$ cat src/rtl/memory_dump_reader.sv
// Reads a byte range of memory one word at a time and replays it as a ready/valid byte stream.
// First byte 2 cycles after the read strobe; out_ready low holds the current byte and defers the next read.
module memory_dump_reader #(
  parameter int ADDR_WIDTH  = 21,
  parameter int WORD_BYTES  = 8,
  parameter int RSP_TIMEOUT = 1024
) (
  input  logic                      clk,
  input  logic                      reset,
  input  logic                      start,
  input  logic [ADDR_WIDTH-1:0]     base_addr,
  input  logic [ADDR_WIDTH-1:0]     byte_count,
  output logic                      busy,
  output logic                      done,
  output logic                      error,
  output logic                      mem_req_valid,
  output logic [ADDR_WIDTH-1:0]     mem_req_addr,
  input  logic                      mem_req_ready,
  input  logic                      mem_rsp_valid,
  input  logic [8*WORD_BYTES-1:0]   mem_rsp_data,
  output logic                      out_valid,
  output logic [7:0]                out_data,
  output logic                      out_last,
  input  logic                      out_ready
);
  localparam int LANE_W = $clog2(WORD_BYTES);
  localparam int TMO_W  = $clog2(RSP_TIMEOUT + 1);
  localparam int DATA_W = 8 * WORD_BYTES;
  localparam logic [ADDR_WIDTH:0] ADDR_SPAN = {1'b1, {ADDR_WIDTH{1'b0}}};

  localparam logic [2:0] S_IDLE   = 3'd0;
  localparam logic [2:0] S_REQ    = 3'd1;
  localparam logic [2:0] S_WAIT   = 3'd2;
  localparam logic [2:0] S_STREAM = 3'd3;
  localparam logic [2:0] S_FINISH = 3'd4;

  logic [2:0]            state_q, state_d;
  logic [ADDR_WIDTH-1:0] cur_q, cur_d;
  logic [ADDR_WIDTH-1:0] rem_q, rem_d;
  logic [LANE_W-1:0]     lane_q, lane_d;
  logic [LANE_W-1:0]     lane_inc;
  logic [DATA_W-1:0]     word_q, word_d;
  logic [TMO_W-1:0]      tmo_q, tmo_d;
  logic                  err_q, err_d;
  logic                  out_valid_q, out_valid_d;
  logic                  out_last_q, out_last_d;
  logic [7:0]            out_data_q, out_data_d;
  logic [ADDR_WIDTH:0]   end_addr;

  assign lane_inc = lane_q + LANE_W'(1);
  // One extra bit so a range ending exactly at the top of memory is still legal.
  assign end_addr = {1'b0, base_addr} + {1'b0, byte_count};

  always_comb begin
    state_d     = state_q;
    cur_d       = cur_q;
    rem_d       = rem_q;
    lane_d      = lane_q;
    word_d      = word_q;
    tmo_d       = tmo_q;
    err_d       = err_q;
    out_valid_d = out_valid_q;
    out_last_d  = out_last_q;
    out_data_d  = out_data_q;
    case (state_q)
      S_IDLE: begin
        if (start) begin
          cur_d  = {base_addr[ADDR_WIDTH-1:LANE_W], {LANE_W{1'b0}}};
          lane_d = base_addr[LANE_W-1:0];
          rem_d  = byte_count;
          err_d  = 1'b0;
          if (byte_count == '0) begin
            state_d = S_FINISH;
          end else if (end_addr > ADDR_SPAN) begin
            err_d   = 1'b1;
            state_d = S_FINISH;
          end else begin
            state_d = S_REQ;
          end
        end
      end
      S_REQ: begin
        if (mem_req_ready) begin
          tmo_d   = '0;
          state_d = S_WAIT;
        end
      end
      S_WAIT: begin
        if (mem_rsp_valid) begin
          word_d  = mem_rsp_data;
          state_d = S_STREAM;
        end else if (tmo_q == TMO_W'(RSP_TIMEOUT - 1)) begin
          err_d   = 1'b1;
          state_d = S_FINISH;
        end else begin
          tmo_d = tmo_q + TMO_W'(1);
        end
      end
      S_STREAM: begin
        // First cycle in STREAM loads the output register from the captured word.
        if (!out_valid_q) begin
          out_valid_d = 1'b1;
          out_data_d  = word_q[{lane_q, 3'b000} +: 8];
          out_last_d  = (rem_q == ADDR_WIDTH'(1));
        end else if (out_ready) begin
          lane_d = lane_inc;
          rem_d  = rem_q - ADDR_WIDTH'(1);
          if (rem_q == ADDR_WIDTH'(1)) begin
            out_valid_d = 1'b0;
            out_last_d  = 1'b0;
            state_d     = S_FINISH;
          end else if (lane_inc == '0) begin
            out_valid_d = 1'b0;
            out_last_d  = 1'b0;
            cur_d       = cur_q + ADDR_WIDTH'(WORD_BYTES);
            state_d     = S_REQ;
          end else begin
            out_data_d = word_q[{lane_inc, 3'b000} +: 8];
            out_last_d = (rem_q == ADDR_WIDTH'(2));
          end
        end
      end
      S_FINISH: state_d = S_IDLE;
      default:  state_d = S_IDLE;
    endcase
  end

  always_ff @(posedge clk) begin
    if (reset) begin
      state_q     <= S_IDLE;
      cur_q       <= '0;
      rem_q       <= '0;
      lane_q      <= '0;
      word_q      <= '0;
      tmo_q       <= '0;
      err_q       <= 1'b0;
      out_valid_q <= 1'b0;
      out_last_q  <= 1'b0;
      out_data_q  <= '0;
    end else begin
      state_q     <= state_d;
      cur_q       <= cur_d;
      rem_q       <= rem_d;
      lane_q      <= lane_d;
      word_q      <= word_d;
      tmo_q       <= tmo_d;
      err_q       <= err_d;
      out_valid_q <= out_valid_d;
      out_last_q  <= out_last_d;
      out_data_q  <= out_data_d;
    end
  end

  assign busy          = (state_q != S_IDLE);
  assign done          = (state_q == S_FINISH);
  assign error         = err_q;
  assign mem_req_valid = (state_q == S_REQ);
  assign mem_req_addr  = cur_q;
  assign out_valid     = out_valid_q;
  assign out_data      = out_data_q;
  assign out_last      = out_last_q;

endmodule

$ cat config.mk
export PLATFORM = sky130hd
export DESIGN_NAME = memory_dump_reader
export DESIGN_NICKNAME = d
export VERILOG_FILES = /design/src/rtl/memory_dump_reader.sv
export SDC_FILE = /design/constraint.sdc
export NUM_CORES = 1
export LEC_CHECK = 0
export CORE_MARGIN = 4
export CORE_UTILIZATION = 57
export CTS_CLUSTER_DIAMETER = 120
export DETAILED_ROUTE_END_ITERATION = 8
export PLACE_DENSITY_LB_ADDON = 0.12
export SLEW_MARGIN = 20
export SYNTH_ARGS = -nofsm -noshare
export SYNTH_HDL_FRONTEND = slang
export SYNTH_SLANG_ARGS = --single-unit
$ cat constraint.sdc
create_clock -name clk -period 4.7 [get_ports clk]
set_input_delay 0.94 -clock clk [delete_from_list [all_inputs] [get_ports clk]]
set_output_delay 0.94 -clock clk [all_outputs]
set_load 0.02 [all_outputs]
### Word-level counts from Yosys, hierarchy flattened

Index checks and enable logic that the tools add are counted.
W data, S select, Z words.

* logic and storage cells: 101
* output and inout bits: 35
* bits in registers: 134
* input port bits: 112

* magnitude comparators: 1
* muxes and demuxes: 47
* reduce and logical (&&, ||, !) cells: 15
* add/subtract/negate cells: 5
* shifts and indexed selects: 2
* equal/unequal tests: 21

Operator list (number)
* $mux W21: 8
* $shiftx A64 B7 Y8: 2
* $pmux W21 S2: 2
* $mux W3: 13
* $mux W11: 3
* $mux W8: 4
* $add A21 B21 Y22: 1
* $gt A22 B22 Y1 const B: 1
* $ne A2 B2 Y1 const B: 11
* $pmux W11 S2: 1
* $add A21 B4 Y21 const B: 1
* $eq A21 B1 Y1 const B: 1
* $eq A21 B2 Y1 const B: 1
* $logic_not A21 Y1: 1
* $sub A21 B1 Y21 const B: 1
* $reduce_and A4 Y1: 4
* $mux W1: 13
* $pmux W3 S4: 1
* $reduce_and A6 Y1: 2
* $add A11 B1 Y11 const B: 1
* $eq A11 B10 Y1 const B: 1
* $eq A3 B2 Y1 const B: 2
* $logic_not A3 Y1: 2
* $ne A3 B3 Y1 const B: 2
* 9 further kinds: 12

### Depth between registers and ports, before layout

* word-level depth: 7
* mapped depth: 12
* depth with buffers taken out: 12

### Worst setup path after synthesis

Ideal clock, no wire load.

* path kind: input port to flip-flop
* start: input base_addr[0]
* end: register err_q, in the netlist error
* data arrival time: 3.200 ns
* data required time: 4.567 ns
* stages: 12
* path buffers: 0
* setup time: 0.133 ns
* slack: 1.367 ns
* path through: ha_1 > inv_1 > fa_1 > nand2b_1 > a21oi_2 > o21ai_1 > o21ai_0 > xor2_1 > a2111oi_0 > nand4_1 > a311oi_1 > nor3_1

* cells in the longest elaborated chain, start to end: 6

Ends and longest elaborated chain
* from (decl): line 11 `input logic [ADDR_WIDTH-1:0] base_addr,`
* $add A21 B21 Y22: line 52 `assign end_addr = {1'b0, base_addr} + {1'b0, byte_count};`
* $gt A22 B22 Y1: line 74 `end else if (end_addr > ADDR_SPAN) begin`
* $mux W1: line 74
* $mux W1: line 72 `if (byte_count == '0) begin`
* $mux W1: line 67 `if (start) begin`
* $pmux W1 S2: line 65 `case (state_q)`
* to (signal assigned): line 147 `err_q <= err_d;`
* to (decl): line 44 `logic err_q, err_d;`

Every way passes these cells. The select of a mux whose other input is x is not followed.
A chain may end at the register's enable or synchronous reset.

### Worst setup path after layout

* start: input byte_count[0]
* end: register err_q, in the netlist error

* cells in the longest elaborated chain, start to end: 6
* elaborated cells between the ends (all ways): 7
* those cells by class: 1 x add/sub; 1 x order compare; 4 x mux; 1 x reduce/logical

Ends and longest elaborated chain
* from (decl): line 12 `input logic [ADDR_WIDTH-1:0] byte_count,`
* $add A21 B21 Y22: line 52
* $gt A22 B22 Y1: line 74
* $mux W1: line 74
* $mux W1 (*): line 72
* $mux W1 (*): line 67
* $pmux W1 S2 (*): line 65

Mark *: on every way between the ends. The rest lies on a longest branch, timed or not. The select of a mux whose other input is x is not followed.

==> results <==
- After clock tree synthesis, the clock-pin slew on the worst setup and hold paths is about 0.060 ns.
- The repair_antennas step left the layout with diodes totalling 0.
- The clock tree buffer depth is 2.
- Across all layers, the routed design uses a little under 8,000 vias.
- The share of total power in sequential cells is between 30% and 40%.
- The count of placed standard cells in the final layout, fillers left out is around 1,300.
- The count of nets left with antenna violations once routing finished came out at 0.
- The area overhead of the layout relative to synthesis is 27.2%.
- The number of max-cap violations is 0.
- The fraction of power spent switching nets is between 30% and 40%.
- The setup check on the worst reg-to-reg path leaves a slack of approximately 2.0 ns.
- Sequential cells were found to cover between 30% and 40% of the synthesized design area.
- For this run, design rule violations remaining after detail routing come to 0.
- The worst hold path class is reg2reg.
- The yosys synthesis warning count is 0.
- Global routing finished with a remaining overflow of 0.
- The worst hold path passes through 2 cells.
- Counting both buffers and inverters, the worst setup path holds a total of 2.
- Per report_power, the clock group accounts for a little over a third of the total.
- The combinational fraction of design power is between 20 and 30%.
- The number of slew-limit violations in the final report is 0.
- Clock tree synthesis selected as its root buffer the cell sky130_fd_sc_hd__clkbuf_16.
- In the layout the commonest cells are sky130_fd_sc_hd__nand2_1 (203), sky130_fd_sc_hd__clkdlybuf4s50_1 (142), sky130_fd_sc_hd__a21oi_1 (131), sky130_fd_sc_hd__dfxtp_1 (131), sky130_fd_sc_hd__nor2_1 (63).
- The count of port buffers added during placement is 143.
- The clock skew is roughly 0.0086 ns.
- The switching power summed over all nets is 1.25 mW.
- By area the synthesized netlist is led by sky130_fd_sc_hd__dfxtp_1 (34%), sky130_fd_sc_hd__nand2_1 (9.9%), sky130_fd_sc_hd__a21oi_1 (8.6%), sky130_fd_sc_hd__mux4_2 (4.7%), sky130_fd_sc_hd__ha_1 (4.6%).
- The terminus of the critical flop-to-flop path is mem_req_addr[6]$_SDFFE_PP0P_.
- The boundary pin count is 147.
- After detailed routing, the number of vias per cell comes to around 6.1.
- In this run the power density over the cells is slightly below 400 mW/mm2.
- In this run the vertical extent of the chip is between 100 and 150 um.
- The worst-case vdd ir drop is 0.386 mV.
- The required time of the worst setup path is about 5 ns.
- On the final layout, the worst hold slack is between 0.4 and 0.5 ns.
- Once detailed placement completed, the half-perimeter wirelength came to 15,800 um.
- The TritonCTS clock tree is done.
- The number of enable flip-flop cells after synthesis is 0.
- Once the clock tree was built, the resizer swapped 0 gates to a different size.
- The largest fanout of any net on the critical path is 8.
- The utilization after layout is 73.9%.
- The layout cell share with drive strength beyond 1 is a little over 7%.
- The number of distinct standard cells referenced by the synthesized netlist is between 70 and 80.
- The wire length per cell after detailed routing is between 15 and 20 um.
- The predominant post-synthesis flop cell is sky130_fd_sc_hd__dfxtp_1.
- The cell type with the highest aggregate area in the netlist is sky130_fd_sc_hd__dfxtp_1.
- On the critical path the largest part of the delay comes from compound AO/OA/AOI/OAI gates.
- Setup repair after global routing left no endpoint under its margin.
- Setup violations remaining at the end of the flow were counted as 0.
- The first TritonRoute pass finished after 6 iterations.
- At the pin with the least slew margin, the transition time is 1.06 ns.
- Entering global routing, the biggest net connects 96 pins.
- The analysis attributes to cell leakage a power of around 3.5 nW.
- The most frequent standard cell in the layout excluding fill and tap cells is sky130_fd_sc_hd__nand2_1.
- Each instance of the synthesized netlist takes up on average roughly 7.7 um2.
- Cell internal power was estimated by the tool at 2.51 mW.
- The area of the mapped netlist is between 0.007 and 0.008 mm2.
- The slowest stage of the critical path belongs to the cell sky130_fd_sc_hd__clkdlybuf4s50_1.
- For this run, the total global-route usage over all layers was measured as 30.0%.
- Synthesis inferred about 130 register bits.
- In this run the standard cell core region covers roughly 0.013 mm2.
- The worst setup path is launched from a primary input.
- The destination of the worst hold path is word_q[5]$_SDFFE_PP0P_.
- Synthesis produced 996 cells.
- The initial utilization of the core area, before any placement, comes to 58.1%.
- The sum of negative setup slack is 0 ns.
- In this run, post-CTS hold repair placed 0 buffers.
- The later-pin clock latency in the skew report is 0.42 ns.
- The run finished with clean final reports.
- The die covers approximately 0.015 mm2.
- The startpoint of the lowest-slack register-to-register path is state_q[1]$_SDFFE_PP0P_.
- After detailed routing, the total wire length is approximately 23,000 um.
- The floorplan step set the die width to about 120 um.
- The final-report hold violation count is 0.
- The delay of the slowest cell on the worst path is just over 0.5 ns.
- The number of DRC markers in iteration 0 is approximately 880.
- CTS built an H-tree with a depth of 4.
- Measured in cells, the most critical reg-to-reg path has a length of 8.
- After floorplanning, the core was divided into 42 placement rows.
- The classification of the worst setup path is in2reg.
- The share of Yosys cell area claimed by the top area cell type is between 30% and 40%.
- The via count of the first global-routing pass is around 7,300.
- STA classifies the critical path endpoint as a flip-flop.
- The arrival time of the worst setup path is 4.13 ns.
- The number of placed instances, taps included is ~1,300.
- The fraction of synthesis flops using an asynchronous set or reset pin is 0%.
- The critical path goes through clkdlybuf4s50_1, ha_1, inv_1, fa_1, nand2b_1, a21oi_2, o21ai_1, o21ai_0, xor2_1, a2111oi_0, nand4_1, a311oi_1, nor3_1.
- Counting the buffers created by CTS gives 17.
- The post-CTS setup buffer count is 0.
- Of the available clock period, the critical path in the final layout requires 81.7%.
- The clock sink count is between 100 and 150.
- The tightest slew margin relative to the limit is approximately 29%.
- The minimum period implied by the final worst setup slack is between 3 and 4 ns.
- The number of antenna violations at the first check in global routing is 0.
- The fmax is between 200 and 300 MHz.
- The wire length of the first global-routing pass is approximately 36,000 um.
- At the end of routability-driven placement, the weighted congestion stood at approximately 0.93.
- The startpoint identified for the worst hold timing path is word_q[5]$_SDFFE_PP0P_.
- The net count of the finished layout is about 1,200.
## synthesized netlist by cell type (3+ instances only)
master and number:
sky130_fd_sc_hd__buf_2 5, sky130_fd_sc_hd__nor3_1 19, sky130_fd_sc_hd__mux2i_1 12, sky130_fd_sc_hd__buf_4 4, sky130_fd_sc_hd__xnor2_1 8, sky130_fd_sc_hd__inv_1 24
sky130_fd_sc_hd__or3_1 8, sky130_fd_sc_hd__a31oi_1 4, sky130_fd_sc_hd__ha_1 28, sky130_fd_sc_hd__o21ai_1 3, sky130_fd_sc_hd__nor2_1 63, sky130_fd_sc_hd__a211oi_1 27
sky130_fd_sc_hd__and2_1 3, sky130_fd_sc_hd__clkbuf_1 51, sky130_fd_sc_hd__or4_1 4, sky130_fd_sc_hd__o21ai_0 60, sky130_fd_sc_hd__xor2_1 9, sky130_fd_sc_hd__a221oi_1 5
sky130_fd_sc_hd__nand2_1 203, sky130_fd_sc_hd__nand3_1 26, sky130_fd_sc_hd__nand2b_1 7, sky130_fd_sc_hd__nand3b_1 5, sky130_fd_sc_hd__dfxtp_1 131, sky130_fd_sc_hd__and3_1 12
sky130_fd_sc_hd__o22ai_1 16, sky130_fd_sc_hd__o31ai_1 3, sky130_fd_sc_hd__a311oi_1 5, sky130_fd_sc_hd__o211ai_1 10, sky130_fd_sc_hd__a21o_1 8, sky130_fd_sc_hd__nor3b_1 3
sky130_fd_sc_hd__a22oi_1 9, sky130_fd_sc_hd__a41oi_1 4, sky130_fd_sc_hd__mux4_2 16, sky130_fd_sc_hd__a21oi_1 132, sky130_fd_sc_hd__o21a_1 6, sky130_fd_sc_hd__nor4_1 10
sky130_fd_sc_hd__nand4_1 11, sky130_fd_sc_hd__or2_2 4
## worst min-delay path: cells and delay by family, from the launching register on
family,cells,cell delay [ns]
flip-flops,1,0.30
AO/OA/AOI/OAI,1,0.05
AND/OR/NAND/NOR,1,0.05
## per-layer routing
layer | up-vias | part of all wire (%) | GRT usage (%)
li1 | 3842 | - | -
met1 | 3686 | 43 | 39.6
met2 | 320 | 47 | 48.0
met3 | 46 | 7.3 | 6.95
met4 | 0 | 2.7 | 11.5
met5 | - | 0 | 0
## area by class of cell
class / instances / area, um2
fillers: 1055 / 3440
repair buffers: 151 / 1490
inverters: 25 / 93.8
flip-flops and latches: 131 / 2620
multi-input cells: 780 / 4730
clock buffers: 21 / 470
well taps: 176 / 220
clock inverters: 11 / 126
## worst max-delay path by stage
stage	startpoint	end	cells past startpoint
after detailed placement	byte_count[0]	error$_SDFFE_PP0P_	13
after global routing	byte_count[0]	error$_SDFFE_PP0P_	13
after global placement	byte_count[0]	error$_SDFFE_PP0P_	13
after floorplan	base_addr[0]	error$_SDFFE_PP0P_	12
after CTS	byte_count[0]	error$_SDFFE_PP0P_	13
final	byte_count[0]	error$_SDFFE_PP0P_	13
## power by group through the flow
stage | Clock (mW) | Sequential (mW) | Combinational, mW
after global placement | 0 | 1.36 | 1.06
after CTS | 1.35 | 1.34 | 1.08
after floorplan | 0 | 1.38 | 0.646
after global routing | 1.40 | 1.36 | 1.18
final | 1.34 | 1.34 | 1.08
after detailed placement | 0 | 1.36 | 1.06
## stage by stage
step	power, mW	worst slack, ns	instance area [um2]
after floorplan	2.03	1.37	7670
after global placement	2.42	0.471	9150
after detailed placement	2.42	0.460	9150
after CTS	3.76	0.875	9750
after global routing	3.95	0.525	9750
final	3.77	0.858	9750
## state kept, by name, summed over array words and instances, names as in the netlist, 3 cells and up
name / flops
lane_q: 3
mem_req_addr: 18
out_data: 8
rem_q: 21
state_q: 3
tmo_q: 11
word_q: 64
## cell families (layout without fill, tap and decap cells)
kind of cell / count (synthesis) / after routing / synth area share [%]
other: 1 / 3 / 0.0489
flip-flops: 131 / 131 / 34.2
XOR/XNOR: 17 / 17 / 1.94
multiplexers: 28 / 28 / 6.27
AND/OR/NAND/NOR: 388 / 388 / 23.0
adder cells (fa/ha/maj): 29 / 29 / 4.83
buffers and inverters: 87 / 208 / 4.64
AO/OA/AOI/OAI: 315 / 315 / 25.0
Power figures use the tool's default switching activity.
